`src/rtl/instr_register_pkg.sv`:
```
// Shared types for the instruction register and its controller.
// Holds opcode/operand/address types, controller state and depth.
package instr_register_pkg;

    typedef enum logic [3:0] {
        ZERO,
        PASSA,
        PASSB,
        ADD,
        SUB,
        MULT,
        DIV,
        MOD
    } opcode_t;

    typedef logic signed [31:0] operand_t;

    typedef logic [4:0] address_t;

    typedef struct packed {
        opcode_t  opc;
        operand_t op_a;
        operand_t op_b;
    } instruction_t;

    typedef enum logic [1:0] {
        EMPTY,
        RUN,
        FULL
    } ctrl_state_t;

    localparam int IR_DEPTH = 32;

    // Pointer advance; the 5-bit width gives the 31->0 wrap for free.
    function automatic address_t ptr_inc(input address_t p);
        return p + 5'd1;
    endfunction

endpackage

```
`src/rtl/rr_arbiter2.sv`:
```
// Two-way request arbiter with a last-grant flop for round-robin.
// Ports: en_i gate, req0_i/req1_i, gnt0_o/gnt1_o (one-hot or zero).
// Define CTRL_FIXED_PRIORITY_EN for fixed req0-first priority.
module rr_arbiter2 (
`ifndef CTRL_FIXED_PRIORITY_EN
    input  logic clk,
    input  logic reset_n,
`endif
    input  logic en_i,
    input  logic req0_i,
    input  logic req1_i,
    output logic gnt0_o,
    output logic gnt1_o
);

`ifdef CTRL_FIXED_PRIORITY_EN

    assign gnt0_o = en_i & req0_i;
    assign gnt1_o = en_i & req1_i & ~req0_i;

`else

    // 1 means req1 was granted last; reset to 1 so req0 wins first.
    logic last_q;

    assign gnt0_o = en_i & req0_i & (~req1_i | last_q);
    assign gnt1_o = en_i & req1_i & (~req0_i | ~last_q);

    always_ff @(posedge clk or negedge reset_n) begin
        if (!reset_n) begin
            last_q <= 1'b1;
        end else if (gnt0_o) begin
            last_q <= 1'b0;
        end else if (gnt1_o) begin
            last_q <= 1'b1;
        end
    end

`endif

endmodule

```
`src/rtl/instr_reg_ctrl.sv`:
```
// Controller sharing the 32-entry instruction register between two
// requesters; arbitrates writes and sequences the FIFO pointers.
// Ports: req0/req1 valid/ready + opcode/operands in; load_en, opcode,
// operand_a/b, write_pointer to the register; read_pointer, rd_valid,
// rd_ready, count for the consumer. Macro: CTRL_FIXED_PRIORITY_EN.
module instr_reg_ctrl
    import instr_register_pkg::*;
(
    input  logic       clk,
    input  logic       reset_n,
    input  logic       req0_valid,
    output logic       req0_ready,
    input  opcode_t    req0_opcode,
    input  operand_t   req0_operand_a,
    input  operand_t   req0_operand_b,
    input  logic       req1_valid,
    output logic       req1_ready,
    input  opcode_t    req1_opcode,
    input  operand_t   req1_operand_a,
    input  operand_t   req1_operand_b,
    output logic       load_en,
    output opcode_t    opcode,
    output operand_t   operand_a,
    output operand_t   operand_b,
    output address_t   write_pointer,
    output address_t   read_pointer,
    output logic       rd_valid,
    input  logic       rd_ready,
    output logic [5:0] count
);

    localparam logic [5:0] CNT_LAST = 6'(IR_DEPTH - 1);

    ctrl_state_t  state_q;
    address_t     wr_ptr_q;
    address_t     rd_ptr_q;
    logic [5:0]   count_q;
    logic [5:0]   count_d;
    instruction_t held_q;
    instruction_t win;
    logic         gnt0;
    logic         gnt1;
    logic         arb_en;
    logic         wr_en;
    logic         rd_en;

    // Reset also gates grants so readies read 0 while reset_n is low.
    assign arb_en = reset_n & (state_q != FULL);

    rr_arbiter2 u_arb (
`ifndef CTRL_FIXED_PRIORITY_EN
        .clk     (clk),
        .reset_n (reset_n),
`endif
        .en_i    (arb_en),
        .req0_i  (req0_valid),
        .req1_i  (req1_valid),
        .gnt0_o  (gnt0),
        .gnt1_o  (gnt1)
    );

    assign wr_en = gnt0 | gnt1;
    assign rd_en = rd_valid & rd_ready;

    // Idle cycles replay the last granted request rather than X.
    always_comb begin
        win = held_q;
        if (gnt0) begin
            win = '{opc: req0_opcode,
                    op_a: req0_operand_a,
                    op_b: req0_operand_b};
        end else if (gnt1) begin
            win = '{opc: req1_opcode,
                    op_a: req1_operand_a,
                    op_b: req1_operand_b};
        end
    end

    always_comb begin
        count_d = count_q;
        unique case ({wr_en, rd_en})
            2'b10:   count_d = count_q + 6'd1;
            2'b01:   count_d = count_q - 6'd1;
            default: count_d = count_q;
        endcase
    end

    always_ff @(posedge clk or negedge reset_n) begin
        if (!reset_n) begin
            state_q  <= EMPTY;
            wr_ptr_q <= '0;
            rd_ptr_q <= '0;
            count_q  <= '0;
            held_q   <= '{opc: ZERO, op_a: '0, op_b: '0};
        end else begin
            count_q <= count_d;
            if (wr_en) begin
                wr_ptr_q <= ptr_inc(wr_ptr_q);
                held_q   <= win;
            end
            if (rd_en) begin
                rd_ptr_q <= ptr_inc(rd_ptr_q);
            end
            case (state_q)
                EMPTY: begin
                    if (wr_en) state_q <= RUN;
                end
                RUN: begin
                    if (wr_en && !rd_en && count_q == CNT_LAST)
                        state_q <= FULL;
                    else if (rd_en && !wr_en && count_q == 6'd1)
                        state_q <= EMPTY;
                end
                FULL: begin
                    if (rd_en) state_q <= RUN;
                end
                default: state_q <= EMPTY;
            endcase
        end
    end

    assign rd_valid      = (state_q != EMPTY);
    assign req0_ready    = gnt0;
    assign req1_ready    = gnt1;
    assign load_en       = wr_en;
    assign opcode        = win.opc;
    assign operand_a     = win.op_a;
    assign operand_b     = win.op_b;
    assign write_pointer = wr_ptr_q;
    assign read_pointer  = rd_ptr_q;
    assign count         = count_q;

endmodule

```
`config.mk`:
```
export PLATFORM = sky130hd
export DESIGN_NAME = instr_reg_ctrl
export DESIGN_NICKNAME = d
export VERILOG_FILES = /design/src/rtl/instr_register_pkg.sv /design/src/rtl/rr_arbiter2.sv /design/src/rtl/instr_reg_ctrl.sv
export SDC_FILE = /design/constraint.sdc
export NUM_CORES = 1
export LEC_CHECK = 0
export BUFFER_PORTS_ARGS = -buffer_cell sky130_fd_sc_hd__buf_2
export CAP_MARGIN = 20
export CORE_ASPECT_RATIO = 1.25
export CORE_UTILIZATION = 25
export DETAILED_ROUTE_END_ITERATION = 8
export MAX_ROUTING_LAYER = met4
export PLACE_DENSITY_LB_ADDON = 0.3
export SYNTH_ARGS = -nofsm -noshare
export SYNTH_HDL_FRONTEND = slang
export SYNTH_SLANG_ARGS = --single-unit
```
`constraint.sdc`:
```
create_clock -name clk -period 2.8 [get_ports clk]
set_clock_uncertainty 0.15 [all_clocks]
set_input_delay 0.42 -clock clk [delete_from_list [all_inputs] [get_ports clk]]
set_output_delay 0.42 -clock clk [all_outputs]
set_load 0.03 [all_outputs]
```
### Word level (Yosys, flattened, before mapping)

Cells that the tools add are included.

* register bits: 87
* input bits: 141
* logic and storage cells: 55

* add/sub/neg operators: 4
* equality and inequality tests: 10
* muxes and demuxes: 10
* bitwise logic cells: 12
* reduce and logical (&&, ||, !) cells: 11

Operators by type and width (count)
* $mux 68: 2
* $pmux 6 s2: 1
* $add 5x1->5 const B: 2
* $mux 2: 4
* $add 6x1->6 const B: 1
* $and 1x1->1: 6
* $eq 6x1->1 const B: 1
* $eq 6x5->1 const B: 1
* $ne 2x2->1 const B: 3
* $pmux 2 s3: 1
* $reduce_bool 2->1: 3
* $sub 6x1->6 const B: 1
* $eq 2x1->1 const B: 2
* $eq 2x2->1 const B: 2
* $logic_and 1x1->1: 4
* $ne 3x3->1 const B: 1
* $not 1->1: 3
* $or 1x1->1: 3
* $reduce_and 3->1: 1
* $logic_not 1->1: 2
* $logic_not 2->1: 1
* $mux 1: 2

### Depth between registers and ports, before layout

* word-level depth: 11
* gate-level depth with buffers: 9

### Modules after synthesis

Synthesis repeated with hierarchy kept, for this count alone.

* cell total of the unflattened synthesis: 466
* area total of the unflattened synthesis: 4514.3 um^2

Modules (own cells, without submodules)
* instr_reg_ctrl: times used 1, cells each 458, area each 4451.8 um^2, sequential area each 2152.1 um^2
* rr_arbiter2: times used 1, cells each 8, area each 62.6 um^2, sequential area each 26.3 um^2

### Least setup slack after synthesis

Ideal clock, no wire load.

* path type: input port to flip-flop
* start: input req1_valid
* end: register count_q[5] (netlist: count[5])
* library setup time: 0.134 ns
* arrival: 2.095 ns
* required time: 2.516 ns
* setup slack: 0.421 ns
* cell stages on the path: 8
* cells stage by stage: o211ai_2 -> buf_2 -> ha_1 -> buf_4 -> or4b_4 -> nor3_2 -> o21ai_1 -> xnor2_1

* word-level cells in the longest chain between the ends: 6
* elaborated cells between the ends (all ways): 10
* those cells by class: 2 x eq/ne; 1 x mux; 6 x bitwise; 1 x reduce/logical

Ends and longest elaborated chain
* from (decl): RTL line instr_reg_ctrl.sv:16 `input logic req1_valid,`
* $not 1->1: RTL line rr_arbiter2.sv:26 `assign gnt0_o = en_i & req0_i & (~req1_i | last_q);`
* $or 1x1->1: RTL line rr_arbiter2.sv:26
* $and 1x1->1: RTL line rr_arbiter2.sv:26
* $or 1x1->1 *: RTL line instr_reg_ctrl.sv:62 `assign wr_en = gnt0 | gnt1;`
* $eq 2x1->1 / $eq 2x2->1 (equally long branches): RTL line instr_reg_ctrl.sv:81 `unique case ({wr_en, rd_en})`
* $pmux 6 s2 / $reduce_bool 2->1 (equally long branches)
* to (signal assigned): RTL line instr_reg_ctrl.sv:96 `count_q <= count_d;`
* to (decl): RTL line instr_reg_ctrl.sv:37 `logic [5:0] count_q;`

Every way passes the cells marked *; elsewhere a longest branch is shown, timed or not.
A chain may end at the register's enable or synchronous reset.

### Worst setup path after layout

* start: register state_q[0]
* end: output operand_a[15]

* word-level cells in the longest chain between the ends: 6
* elaborated cells between the ends (all ways): 8
* those cells by class: 1 x eq/ne; 2 x mux; 5 x bitwise

Ends and longest elaborated chain
* from (decl): RTL line instr_reg_ctrl.sv:34 `ctrl_state_t state_q;`
* from (signal assigned): RTL line instr_reg_ctrl.sv:90 `state_q <= EMPTY;`
* from (signal assigned): RTL line instr_reg_ctrl.sv:106 `if (wr_en) state_q <= RUN;`
* from (signal assigned): RTL line instr_reg_ctrl.sv:110 `state_q <= FULL;`
* $ne 2x2->1 *: RTL line instr_reg_ctrl.sv:48 `assign arb_en = reset_n & (state_q != FULL);`
* $and 1x1->1 *: RTL line instr_reg_ctrl.sv:48
* $and 1x1->1 (2 in series): RTL line rr_arbiter2.sv:27 `assign gnt1_o = en_i & req1_i & (~req0_i | ~last_q);`
* $mux 68: RTL line instr_reg_ctrl.sv:72 `end else if (gnt1) begin`
* $mux 68 *: RTL line instr_reg_ctrl.sv:68 `if (gnt0) begin`
* to (decl): RTL line instr_reg_ctrl.sv:23 `output operand_t operand_a,`

Marks and branches as above.

==> reports/results.ini <==
[outcome]
outcome=complete, no violations

[floorplan]
core-area_um2=17500
start_util_pct=25.6
die_w_um=122
io_pins=229
dieHeight_um=152
num_rows=54
dieArea_um2=18500

[run]
drv_cap=0

[routing]
drt_iter0_drc=125
num_vias=3963
avgViaCountPerCell=4.36
routed_wl_mm=11.8
wl_per_cell_um=13.0
firstDrtPassIters=4
ant_nets=0
drc=0

[grt]
overflow=0
grtUsageTotal_pct=13.3
grt_pass1_vias=3793
antenna_found_initial=0
grt_pass1_wl_mm=18.4
grt_max_degree=71

[yosys]
yosysWarnings=0
synth-seq-cells=87
syn-instance-count=458
syn_area_per_cell_um2=9.80
syn-num-nets=606
netlist-cell-type-count=36
syn_area_um2=4490
seq_area_frac_synth_pct=48.5

[place]
gp_congestion=0.746
placed_area_um2=5850
preCtsSetupSlack_ns=0.482
dpl.hpwl_mm=8.53
io_buffers=228

[timing]
setup_ws_ns=0.237
fmax_mhz=390
maxSlewViolCount=0
setup_tns_ns=0
timing.final.crit_share_pct=91.5
worstMarginPinSlew_ns=0.870
maxSlewHeadroom_pct=42.0
setup_viol=0
rsz0062_at_grt=false
hold_viol=0
min_period_ns=2.56

[clock_tree]
ctsResizeCount=0
cts_tree=done
clockBufferDepth=2
clk_pin_slew_ns=0.06
cts_sinks=87
root_buffer=clkbuf_16
clk_latency_ns=0.34
cts_buffers=9
htree_levels=3

[cells_and_area]
drive_gt1_share_pct=47.8
area_growth_pct=37.3
finish.utilization_pct=35.2
design_area_um2=6160
diodes=0
finalNetCount=828

[critical_path]
path_cells=nand2b_4, o211ai_4, buf_4, a22oi_2, nand2_1, buf_2
slowest_delay_ns=0.48
reg2reg_setup_slack_ns=0.47
critPathKind=reg2out
critPathCaptureType=output pin
start_kind=flip-flop
cp_slowest_cell=buf_4
crit_fanout=32
crit_required_ns=2.23
cp.arrival_ns=1.99

[pwr]
finalPower_mw=4.79
peakVddDrop_uv=523
power_leakage_nw=3.35
p_per_area_nw_per_um2=777

[min_path]
min_path_type=in2reg

[cell type report]
type                    count  area (um^2)
clock buffers              11          253
multi-input cells         340         2130
well taps                 224          280
inverters                   6         22.5
flip-flops and latches     87         2180
repair buffers            236         1260
fillers                  1830        11300
clock inverters             4         45.0
[cells in the final DEF, fill, tap and decap left out, types with 2 or more instances in the layout]
cell type / n
nand4_1: 4
a22oi_2: 68
nor2_1: 2
nand2_1: 219
clkinv_2: 3
xor2_1: 3
xnor2_1: 11
buf_2: 227
clkbuf_8: 2
nand2b_1: 2
nand3_1: 2
inv_1: 5
clkbuf_16: 9
dfrtp_1: 86
a21oi_1: 3
o21ai_0: 2
buf_4: 4
ha_1: 7
buf_12: 4
[stage by stage]
| stage | cells | hold WS [ns] |
|---|---|---|
| floorplan | 458 | -0.0256 |
| global placement | 892 | 0.312 |
| detailed placement | 892 | 0.310 |
| CTS | 908 | 0.118 |
| global route | 908 | 0.131 |
| finish | 908 | 0.136 |
[Yosys cell counts]
library cell,n,area [um^2]
or4b_4,1,13.8
xnor2_1,11,96.3
dfrtp_1,86,2150
inv_1,5,18.8
and4_1,1,8.76
a21oi_1,3,15.0
nor3_2,1,10.0
nor2b_1,1,6.26
or4b_1,1,10.0
o22ai_1,1,6.26
nor2_1,2,7.51
o21ai_0,2,10.0
buf_6,7,78.8
nand2_1,219,822
inv_2,1,3.75
ha_1,7,87.6
o21bai_1,1,7.51
clkbuf_1,1,3.75
nand2b_4,1,13.8
o2111a_1,1,11.3
or4bb_1,1,11.3
a31oi_1,1,6.26
buf_4,2,15.0
o21ai_1,1,5.00
o211ai_2,1,12.5
nand4_1,4,25.0
buf_2,15,75.1
a21o_1,1,7.51
o31ai_1,1,7.51
nand2b_1,2,12.5
nand3_1,2,10.0
or3_1,1,6.26
dfstp_2,1,26.3
a22oi_2,68,851
xor2_1,3,26.3
or2_2,1,6.26
[worst max-delay path, delay by kind of cell, from the launching register on]
family          cells  cell delay [ns]
flops               1             0.41
simple gates        2             0.29
compound gates      2             0.24
buf+inv             2             0.68
[what timing repair did]
action                                 CTS  global route
hold buffers                             1             0
setup buffers                            0             0
endpoints found under the hold margin   20             0
[routing by layer]
metal  wire (um)  part of all wire (%)  GRT usage [%]  up-vias
li1            -                     -              -     1980
met1        5100                    43           15.5     1837
met2        5800                    49           22.2      134
met3         731                   6.2           2.99       12
met4         140                   1.2           4.63        0
met5           0                     0              -        -
[registers in the layout, indices dropped and copies added, names as in the netlist]
name,flops
held_q,68
count,6
read_pointer,5
u_arb.last_q,1
write_pointer,5
state_q,2
[final timing paths]
check	startpoint	end	depth (start not counted)
max in group asynchronous	reset_n	held_q[11]	2
max	state_q[0]	operand_a[15]	6
max reg2reg	state_q[1]	count[5]	8
min in group asynchronous	reset_n	read_pointer[4]	2
min	req0_operand_b[10]	held_q[10]	3
min reg2reg	held_q[10]	held_q[10]	2
[cell families after synthesis]
kind of cell	share of synthesized area, %
XOR/XNOR	2.73
adder cells (fa/ha/maj)	1.95
buffers and inverters	4.35
AO/OA/AOI/OAI	20.9
flip-flops	48.5
AND/OR/NAND/NOR	21.5
[power breakdown]
group          internal [mW]  switching, mW
clock network          0.730          0.472
registers               1.55          0.247
logic                  0.639           1.15
Note: power is estimated with default switching activity, not from simulation.
